### config.mk
export PLATFORM = sky130hd
export DESIGN_NAME = adder_subtracter
export DESIGN_NICKNAME = d
export VERILOG_FILES = /design/src/rtl/addsub_pkg.sv /design/src/rtl/full_adder.sv /design/src/rtl/adder_subtracter.sv
export SDC_FILE = /design/constraint.sdc
export NUM_CORES = 1
export LEC_CHECK = 0
export CORE_AREA = 4 4 41 43
export DETAILED_ROUTE_END_ITERATION = 12
export DIE_AREA = 0 0 45 47
export PLACE_DENSITY = 0.78
export SKIP_LAST_GASP = 1
export SLEW_MARGIN = 20
export SYNTH_ARGS = -nofsm -noshare
export SYNTH_HDL_FRONTEND = slang
export SYNTH_SLANG_ARGS = --single-unit
### constraint.sdc
create_clock -name vclk -period 10.55
set_clock_uncertainty 0.2 [all_clocks]
set_input_delay 2.11 -clock vclk [all_inputs]
set_output_delay 2.11 -clock vclk [all_outputs]
set_load 0.1 [all_outputs]
### src/rtl/addsub_pkg.sv
// Shared constants for the adder/subtracter: default width and the
// bit positions of the four status flags inside a packed flag vector.
package addsub_pkg;

    localparam int DEFAULT_WIDTH = 8;

    localparam int FLAG_Z    = 0;
    localparam int FLAG_N    = 1;
    localparam int FLAG_V    = 2;
    localparam int FLAG_C    = 3;
    localparam int NUM_FLAGS = 4;

    typedef logic [NUM_FLAGS-1:0] flags_t;

    // Assemble a flag vector so callers never hand-order the bits.
    function automatic flags_t pack_flags(input logic z, input logic n,
                                          input logic v, input logic c);
        flags_t f;
        f         = '0;
        f[FLAG_Z] = z;
        f[FLAG_N] = n;
        f[FLAG_V] = v;
        f[FLAG_C] = c;
        return f;
    endfunction

endpackage

### src/rtl/full_adder.sv
// One-bit full adder cell; the ripple chain in adder_subtracter is built
// from WIDTH of these.
module full_adder (
    input  logic x,
    input  logic y,
    input  logic cin,
    output logic sum,
    output logic cout
);

    assign sum  = x ^ y ^ cin;
    assign cout = (x & y) | (cin & (x ^ y));

endmodule

### src/rtl/adder_subtracter.sv
// Ripple-carry adder/subtracter with optional registered Z/N/V/C flags.
// Define ADDSUB_FLAGS_EN to build the flag registers; otherwise they read 0.
module adder_subtracter
    import addsub_pkg::*;
#(
    parameter int WIDTH = DEFAULT_WIDTH
) (
    input  logic             clk,
    input  logic             rst_n,
    input  logic [WIDTH-1:0] a,
    input  logic [WIDTH-1:0] b,
    input  logic             SUB,
    input  logic             flag_en,
    output logic [WIDTH-1:0] s,
    output logic             carry,
    output logic             zero_q,
    output logic             neg_q,
    output logic             ovf_q,
    output logic             carry_q
);

    logic [WIDTH-1:0] b_eff;
    logic [WIDTH:0]   c;
    logic             ovf;
    flags_t           next_flags;
    flags_t           flags;

    // Subtract is a + ~b + 1: invert b and inject the +1 as the chain carry-in.
    assign b_eff = b ^ {WIDTH{SUB}};
    assign c[0]  = SUB;

    for (genvar i = 0; i < WIDTH; i++) begin : g_chain
        full_adder u_fa (
            .x   (a[i]),
            .y   (b_eff[i]),
            .cin (c[i]),
            .sum (s[i]),
            .cout(c[i+1])
        );
    end

    assign carry = c[WIDTH];
    assign ovf   = (a[WIDTH-1] == b_eff[WIDTH-1]) && (s[WIDTH-1] != a[WIDTH-1]);

    assign next_flags = pack_flags(~|s, s[WIDTH-1], ovf, carry);

`ifdef ADDSUB_FLAGS_EN
    always_ff @(posedge clk or negedge rst_n) begin
        if (!rst_n)
            flags <= '0;
        else if (flag_en)
            flags <= next_flags;
    end
`else
    logic unused_flag_inputs;
    assign unused_flag_inputs = ^{clk, rst_n, flag_en, next_flags};
    assign flags = '0;
`endif

    assign zero_q  = flags[FLAG_Z];
    assign neg_q   = flags[FLAG_N];
    assign ovf_q   = flags[FLAG_V];
    assign carry_q = flags[FLAG_C];

endmodule

=== After elaboration in Yosys (flattened, before gate mapping) ===
Cells that the tools add are included.

* Bits of input ports: 20
* Output and inout port bits: 13
* Logic and storage cells: 41
* Register bits: 0

* Bitwise gates (word level): 41

{| class="wikitable"
|+ Operators with widths
! cell !! count
|-
| $and 1x1->1 || 16
|-
| $xor 1x1->1 || 16
|-
| $or 1x1->1 || 8
|-
| $xor 8x8->8 || 1
|}

=== Depth between registers and ports, before layout ===
Gate-level depths: netlist (run 1).

* Word-level depth: 18
* Mapped depth: 11
* Gate-level depth less buffers: 9

=== Modules after synthesis ===
Synthesis (run 1) repeated with hierarchy kept, for this count alone.

* Cell total of the unflattened synthesis: 22
* Area total of the unflattened synthesis: 275.3 µm²

{| class="wikitable"
|+ By module, submodules not included
! module !! sequential area each (µm²) !! area each (µm²) !! cells an instance !! instances
|-
| full_adder || 0.0 || 20.0 || 1 || 8
|-
| adder_subtracter || 0.0 || 115.1 || 14 || 1
|}

=== Worst setup path before layout (run 1) ===
No wires, ideal clock.

* Path type: input to output
* From: input SUB
* To: output carry
* Stages on the path: 10
* Buffers on the path: 1
* Data arrival time: 5.522 ns
* Slack: 2.718 ns
* Cell sequence: buf_6 -> xnor2_1 -> fa_1 -> fa_1 -> fa_1 -> fa_1 -> fa_1 -> fa_1 -> inv_1 -> fa_1

* Longest elaborated chain between the ends: 18
* Elaborated cells between the ends (all ways): 33

{| class="wikitable"
|+ Ends and longest elaborated chain
! what !! line !! text
|-
| start: declaration || adder_subtracter.sv:12 || <nowiki>input logic SUB,</nowiki>
|-
| $xor 8x8->8 || adder_subtracter.sv:29 || <nowiki>assign b_eff = b ^ {WIDTH{SUB}};</nowiki>
|-
| $xor 1x1->1 || full_adder.sv:12 || <nowiki>assign cout = (x & y) | (cin & (x ^ y));</nowiki>
|-
| $and 1x1->1 || full_adder.sv:12 ||
|-
| $or 1x1->1 || full_adder.sv:12 ||
|-
| $and 1x1->1 || full_adder.sv:12 ||
|-
| $or 1x1->1 || full_adder.sv:12 ||
|-
| $and 1x1->1 || full_adder.sv:12 ||
|-
| $or 1x1->1 || full_adder.sv:12 ||
|-
| [... 2 more ...] || n/a ||
|-
| $and 1x1->1 || full_adder.sv:12 ||
|-
| $or 1x1->1 || full_adder.sv:12 ||
|-
| $and 1x1->1 || full_adder.sv:12 ||
|-
| $or 1x1->1 || full_adder.sv:12 ||
|-
| $and 1x1->1 || full_adder.sv:12 ||
|-
| $or 1x1->1 || full_adder.sv:12 ||
|-
| $and 1x1->1 || full_adder.sv:12 ||
|-
| $or 1x1->1 (*) || full_adder.sv:12 ||
|-
| end: declaration || adder_subtracter.sv:15 || <nowiki>output logic carry,</nowiki>
|}

Every way passes the cells marked *; elsewhere a longest branch is shown, timed or not.

=== Worst setup path in the final report (run 1) ===
* From: input SUB
* To: output s[7]

* Longest elaborated chain between the ends: 17
* Elaborated cells between the ends (all ways): 31

{| class="wikitable"
|+ Ends and longest elaborated chain
! what !! line !! text
|-
| $xor 8x8->8 || adder_subtracter.sv:29 ||
|-
| $xor 1x1->1 || full_adder.sv:12 ||
|-
| $and 1x1->1 || full_adder.sv:12 ||
|-
| $or 1x1->1 || full_adder.sv:12 ||
|-
| $and 1x1->1 || full_adder.sv:12 ||
|-
| $or 1x1->1 || full_adder.sv:12 ||
|-
| $and 1x1->1 || full_adder.sv:12 ||
|-
| $or 1x1->1 || full_adder.sv:12 ||
|-
| $and 1x1->1 || full_adder.sv:12 ||
|-
| $or 1x1->1 || full_adder.sv:12 ||
|-
| $and 1x1->1 || full_adder.sv:12 ||
|-
| $or 1x1->1 || full_adder.sv:12 ||
|-
| $and 1x1->1 || full_adder.sv:12 ||
|-
| $or 1x1->1 || full_adder.sv:12 ||
|-
| $and 1x1->1 || full_adder.sv:12 ||
|-
| $or 1x1->1 || full_adder.sv:12 ||
|-
| $xor 1x1->1 (*) || full_adder.sv:11 || <nowiki>assign sum = x ^ y ^ cin;</nowiki>
|-
| end: declaration || adder_subtracter.sv:14 || <nowiki>output logic [WIDTH-1:0] s,</nowiki>
|}

Marks and branches as above.

==> flow_summary.yaml, run 1 <==
timing:
  layout_min_cycle_time_ps: 9176
  final_critical_path_setup_slack_ps: 1374
  worst_slew_pin_slew_ps: 974.5
  setup_tns_ps: 0
  max_freq_mhz: 109.0
  setup_repair_after_global_routing_missed_its_margin: "false"
  layout_worst_path_cycle_share_pct: 86.98
  final_max_slew_viol_count: 0
  tightest_hold_margin_ps: 5553
  slew_hr_pct: 34.83
  setup_viol: 0
  hold_viol: 0
worst_hold_path:
  timing.hold.worst.start: "a[0]"
  worst_hold_path_type: "primary input to output pin"
  timing.hold.worst_path_depth: 3
grt:
  globalRouteTotalUtil_pct: 5.397
  grt_first_pass_wirelength_um: 890
  grt_pass1_vias: 253
  initial_antenna_violation_count: 0
  grt_start_max_net_pins: 9
  global_route.overflow_total: 0
placed_design:
  place_congestion: 0.5779
  dpl.cell_count: 74
  placedInstanceArea_sq_um: 570.5
  place_ws_ps: 1302
  placement.io_buffers: 26
  post-dp-hpwl_um: 593.7
final_layout:
  layout.cell_area.non_filler_sq_um: 570.5
  syn_to_final_growth_pct: 49.51
  clkbuf_count: 0
  layout.filler_cells: 151
  fin_cells: 74
  post-route-util_pct: 43.85
  total_nets_final: 88
  seqCellArea_sq_um: 0
  final_layout_size_suffix_gt1_share_pct: 1.695
  n_antenna_cell: 0
  seq_cells: 0
critical_path:
  worst-endpoint-required_ps: 8240
  worst-setup-path-type: "primary input to output pin"
  endpoint_kind: "output pin"
  startpoint_type: "primary input"
  worst_ep_arrival_time_ps: 6870
  launching_instance_or_port_of_the_critical_path: "SUB"
  timing.critical_path.fanout_max: 8
drt:
  detailedRoute.firstIterationViolations: 0
  avgViaCountPerCell: 3.730
  routed_wire_length_per_instance_um: 8.351
  final_antenna_net_count: 0
  post-route-drc-count: 0
  routed_wl_um: 618
  num_vias: 276
  drt_pre_antenna_iters: 1
pwr:
  maximum_ir_drop_on_the_vdd_rail_mv: 0.07974
  power_share_of_the_combinational_group_pct: 100.0
  power_frac_seq_pct: 0
  power_density_nw_per_um2: 193.4
  switching_share_pct: 76.06
  clock_power_share_pct: 0
  p_sw_uw: 83.92
  cell_int_power_uw: 26.41
  totalPowerFinal_uw: 110.3
  p_leak_nw: 0.2632
clocking:
  hold_buffers: 0
  cts_resized: 0
  post-cts-setup-buffers: 0
run:
  max_cap_viols: 0
yosys:
  synthXorXnorAreaFrac_pct: 20.33
  distinct_cell_type_count_of_the_synthesized_netlist: 9
  synth_warnings: 0
  largest_family_of_logic_cells_by_synthesized_area: "buffers and inverters"
  synthesized_area_fraction_occupied_by_ao_oa_aoi_and_oai_cells_pct: 0
  muxShareOfSynthArea_pct: 2.623
  yosys.area_share.adder_pct: 36.72
  synth-simple-area-share_pct: 0
  ys_seq_area_share_pct: 0
  netlist_area_sq_um: 381.6
  postSynthCellCount: 43
  syn_avg_cell_area_sq_um: 8.875
floorplanning:
  design.portCount: 33
  fp.dieH_um: 47
  die_area_sq_um: 2115
  start_util_pct: 29.33
  chipWidth_um: 45
  coreArea_sq_um: 1301
  fp-row-count: 13
outcome:
  run_status: "complete, no violations"
## Yosys cell counts
cell type | count | area share (%)
sky130_fd_sc_hd__buf_6 | 1 | 3.0
sky130_fd_sc_hd__inv_1 | 13 | 13
sky130_fd_sc_hd__xnor2_1 | 6 | 14
sky130_fd_sc_hd__xor2_1 | 1 | 2.3
sky130_fd_sc_hd__buf_4 | 12 | 24
sky130_fd_sc_hd__mux2i_1 | 1 | 2.6
sky130_fd_sc_hd__xor2_2 | 1 | 4.3
sky130_fd_sc_hd__fa_1 | 7 | 37
sky130_fd_sc_hd__conb_1 | 1 | 0.98
## routing by layer
layer  wire length (um)  GRT usage [%]  share of wire (%)  vias to the layer above
met5                  0              0                  0                        -
met4                  0              0                  0                        0
met3                159          2.299                 26                        0
met2                277          12.15                 45                       25
met1                181          4.378                 29                      120
li1                   -              -                  -                      131
## cells in the final DEF, fill, tap and decap left out
cell | netlist | routed
sky130_fd_sc_hd__xor2_2 | 1 | 1
sky130_fd_sc_hd__fa_1 | 7 | 7
sky130_fd_sc_hd__xnor2_1 | 6 | 6
sky130_fd_sc_hd__xor2_1 | 1 | 1
sky130_fd_sc_hd__clkdlybuf4s50_1 | 0 | 26
sky130_fd_sc_hd__inv_1 | 13 | 13
sky130_fd_sc_hd__conb_1 | 1 | 4
sky130_fd_sc_hd__mux2i_1 | 1 | 1
## final cells by class
cell class | instances | area, sq um | share of cell area [%]
repair buffers | 26 | 260.3 | 45.61
multi-input cells | 20 | 242.7 | 42.54
inverters | 13 | 48.80 | 8.553
well taps | 15 | 18.77 | 3.289
## critical path, cell delays in order
cell and delay (ps):
sky130_fd_sc_hd__clkdlybuf4s50_1 770, sky130_fd_sc_hd__xnor2_1 170, sky130_fd_sc_hd__fa_1 430, sky130_fd_sc_hd__fa_1 390
sky130_fd_sc_hd__fa_1 390, sky130_fd_sc_hd__fa_1 390, sky130_fd_sc_hd__fa_1 400, sky130_fd_sc_hd__fa_1 370
sky130_fd_sc_hd__inv_1 70, sky130_fd_sc_hd__fa_1 400, sky130_fd_sc_hd__clkdlybuf4s50_1 980
## worst paths after layout
check | endpoint | slack (ps)
setup / recovery | s[7] | 1370
hold / removal | s[0] | 5550
## power by group through the flow
stage / Combinational [mW] / Clock, mW / Sequential (mW)
6_report: 0.110 / 0 / 0
4_1_cts: 0.112 / 0 / 0
2_1_floorplan: 0.0993 / 0 / 0
3_3_place_gp: 0.110 / 0 / 0
3_5_place_dp: 0.111 / 0 / 0
5_1_grt: 0.116 / 0 / 0
## kinds of logic after synthesis
logic type / after synthesis
buf+inv: 26
xor+xnor: 8
fa+ha+maj: 7
mux: 1
other cells: 1
(Power assumes the default switching activity.)
==> run 2: changes to the inputs <==
--- a/config.mk
+++ b/config.mk
@@ -8,6 +8,7 @@
 export CORE_AREA = 4 4 41 43
 export DETAILED_ROUTE_END_ITERATION = 12
 export DIE_AREA = 0 0 45 47
+export GPL_TIMING_DRIVEN = 0
 export PLACE_DENSITY = 0.78
 export SKIP_LAST_GASP = 1
 export SLEW_MARGIN = 20
==> flow_summary.yaml, run 2 (synthesis results as in run 1) <==
outcome:
  run_status: "complete, no violations"
final_layout:
  most-common-layout-cells: "sky130_fd_sc_hd__clkdlybuf4s50_1 (25), sky130_fd_sc_hd__inv_1 (13), sky130_fd_sc_hd__buf_4 (12)"
  final_layout_size_suffix_gt1_share_pct: 19.72
  seq_cells: 0
  syn_to_final_growth_pct: 73.44
  clkbuf_count: 0
  n_antenna_cell: 0
  total_nets_final: 100
  layout_commonest_cell: "sky130_fd_sc_hd__clkdlybuf4s50_1"
  fin_cells: 86
  seqCellArea_sq_um: 0
grt:
  grt_pass1_vias: 295
  grt_first_pass_wirelength_um: 1048
  globalRouteTotalUtil_pct: 6.672
  grt_start_max_net_pins: 9
  initial_antenna_violation_count: 0
  global_route.overflow_total: 0
pwr:
  power_density_nw_per_um2: 185.4
  totalPowerFinal_uw: 122.7
  maximum_ir_drop_on_the_vdd_rail_mv: 0.1181
  p_leak_nw: 0.3256
clocking:
  post-cts-setup-buffers: 0
  hold_buffers: 0
  cts_resized: 0
drt:
  final_antenna_net_count: 0
  drt_pre_antenna_iters: 2
  num_vias: 307
  routed_wire_length_per_instance_um: 7.988
  routed_wl_um: 687
  avgViaCountPerCell: 3.570
  post-route-drc-count: 0
  detailedRoute.firstIterationViolations: 1
timing:
  setup_tns_ps: 0
  max_freq_mhz: 112.3
  final_max_slew_viol_count: 0
  tightest_hold_margin_ps: 5560
  layout_min_cycle_time_ps: 8904
  setup_viol: 0
  slew_hr_pct: 34.67
  setup_repair_after_global_routing_missed_its_margin: "false"
  layout_worst_path_cycle_share_pct: 84.40
  worst_slew_pin_slew_ps: 976.9
  hold_viol: 0
floorplanning:
  start_util_pct: 29.33
  coreArea_sq_um: 1301
  die_area_sq_um: 2115
  fp-row-count: 13
  fp.dieH_um: 47
  chipWidth_um: 45
  design.portCount: 33
placed_design:
  post-dp-hpwl_um: 668.2
  dpl.cell_count: 86
  placement.io_buffers: 25
  place_congestion: 0.5845
critical_path:
  launching_instance_or_port_of_the_critical_path: "b[0]"
  startpoint_type: "primary input"
  worst-endpoint-required_ps: 8240
  worst-setup-path-type: "primary input to output pin"
  worst_ep_arrival_time_ps: 6590
  endpoint_kind: "output pin"
  timing.critical_path.fanout_max: 2
worst_hold_path:
  worst_hold_path_type: "primary input to output pin"
  timing.hold.worst_endpoint: "s[3]"
  timing.hold.worst_path_depth: 6
  timing.hold.worst.start: "SUB"
run:
  max_cap_viols: 0
run 2: worst max-delay path by stage:
| stage | cells past startpoint | slack, ps | to |
|---|---|---|---|
| 2_1_floorplan | 10 | 2720 | carry |
| 4_1_cts | 12 | 1620 | s[7] |
| 6_report | 12 | 1650 | s[7] |
| 5_1_grt | 12 | 1430 | s[7] |
| 3_3_place_gp | 12 | 1640 | s[7] |
| 3_5_place_dp | 12 | 1630 | s[7] |
run 2: through the flow:
step | cell area [sq um] | setup slack (ps) | utilization (%)
floorplan | 392.9 | 2718 | -
global placement | 661.9 | 1637 | 50.87
detailed placement | 661.9 | 1628 | 50.87
CTS | 661.9 | 1616 | 50.87
global route | 661.9 | 1432 | 50.87
finish | 661.9 | 1646 | 50.87
run 2: final cells by class:
type	instances	area, sq um
fill	143	639.4
inverter	13	48.80
buffer	13	101.3
tap	15	18.77
timing repair buffer	25	250.2
multi-input combinational	20	242.7
run 2: worst max-delay path, stage by stage:
cell,delay [ps]
sky130_fd_sc_hd__clkdlybuf4s50_1,510
sky130_fd_sc_hd__mux2i_1,100
sky130_fd_sc_hd__fa_1,380
sky130_fd_sc_hd__fa_1,380
sky130_fd_sc_hd__fa_1,390
sky130_fd_sc_hd__fa_1,390
sky130_fd_sc_hd__fa_1,390
sky130_fd_sc_hd__fa_1,370
sky130_fd_sc_hd__inv_1,80
sky130_fd_sc_hd__fa_1,400
sky130_fd_sc_hd__buf_4,140
sky130_fd_sc_hd__clkdlybuf4s50_1,960
run 2: where the power goes:
group	switching [mW]	internal, mW
combinational	0.0862	0.0365
clock	0	0
sequential	0	0
total	0.0862	0.0365
run 2: per-layer routing:
layer	GRT usage, %	share of wire (%)	up-vias
met5	0	0	-
met4	0	0	0
met3	2.682	24	0
met2	14.69	47	25
met1	5.774	28	128
li1	-	-	154
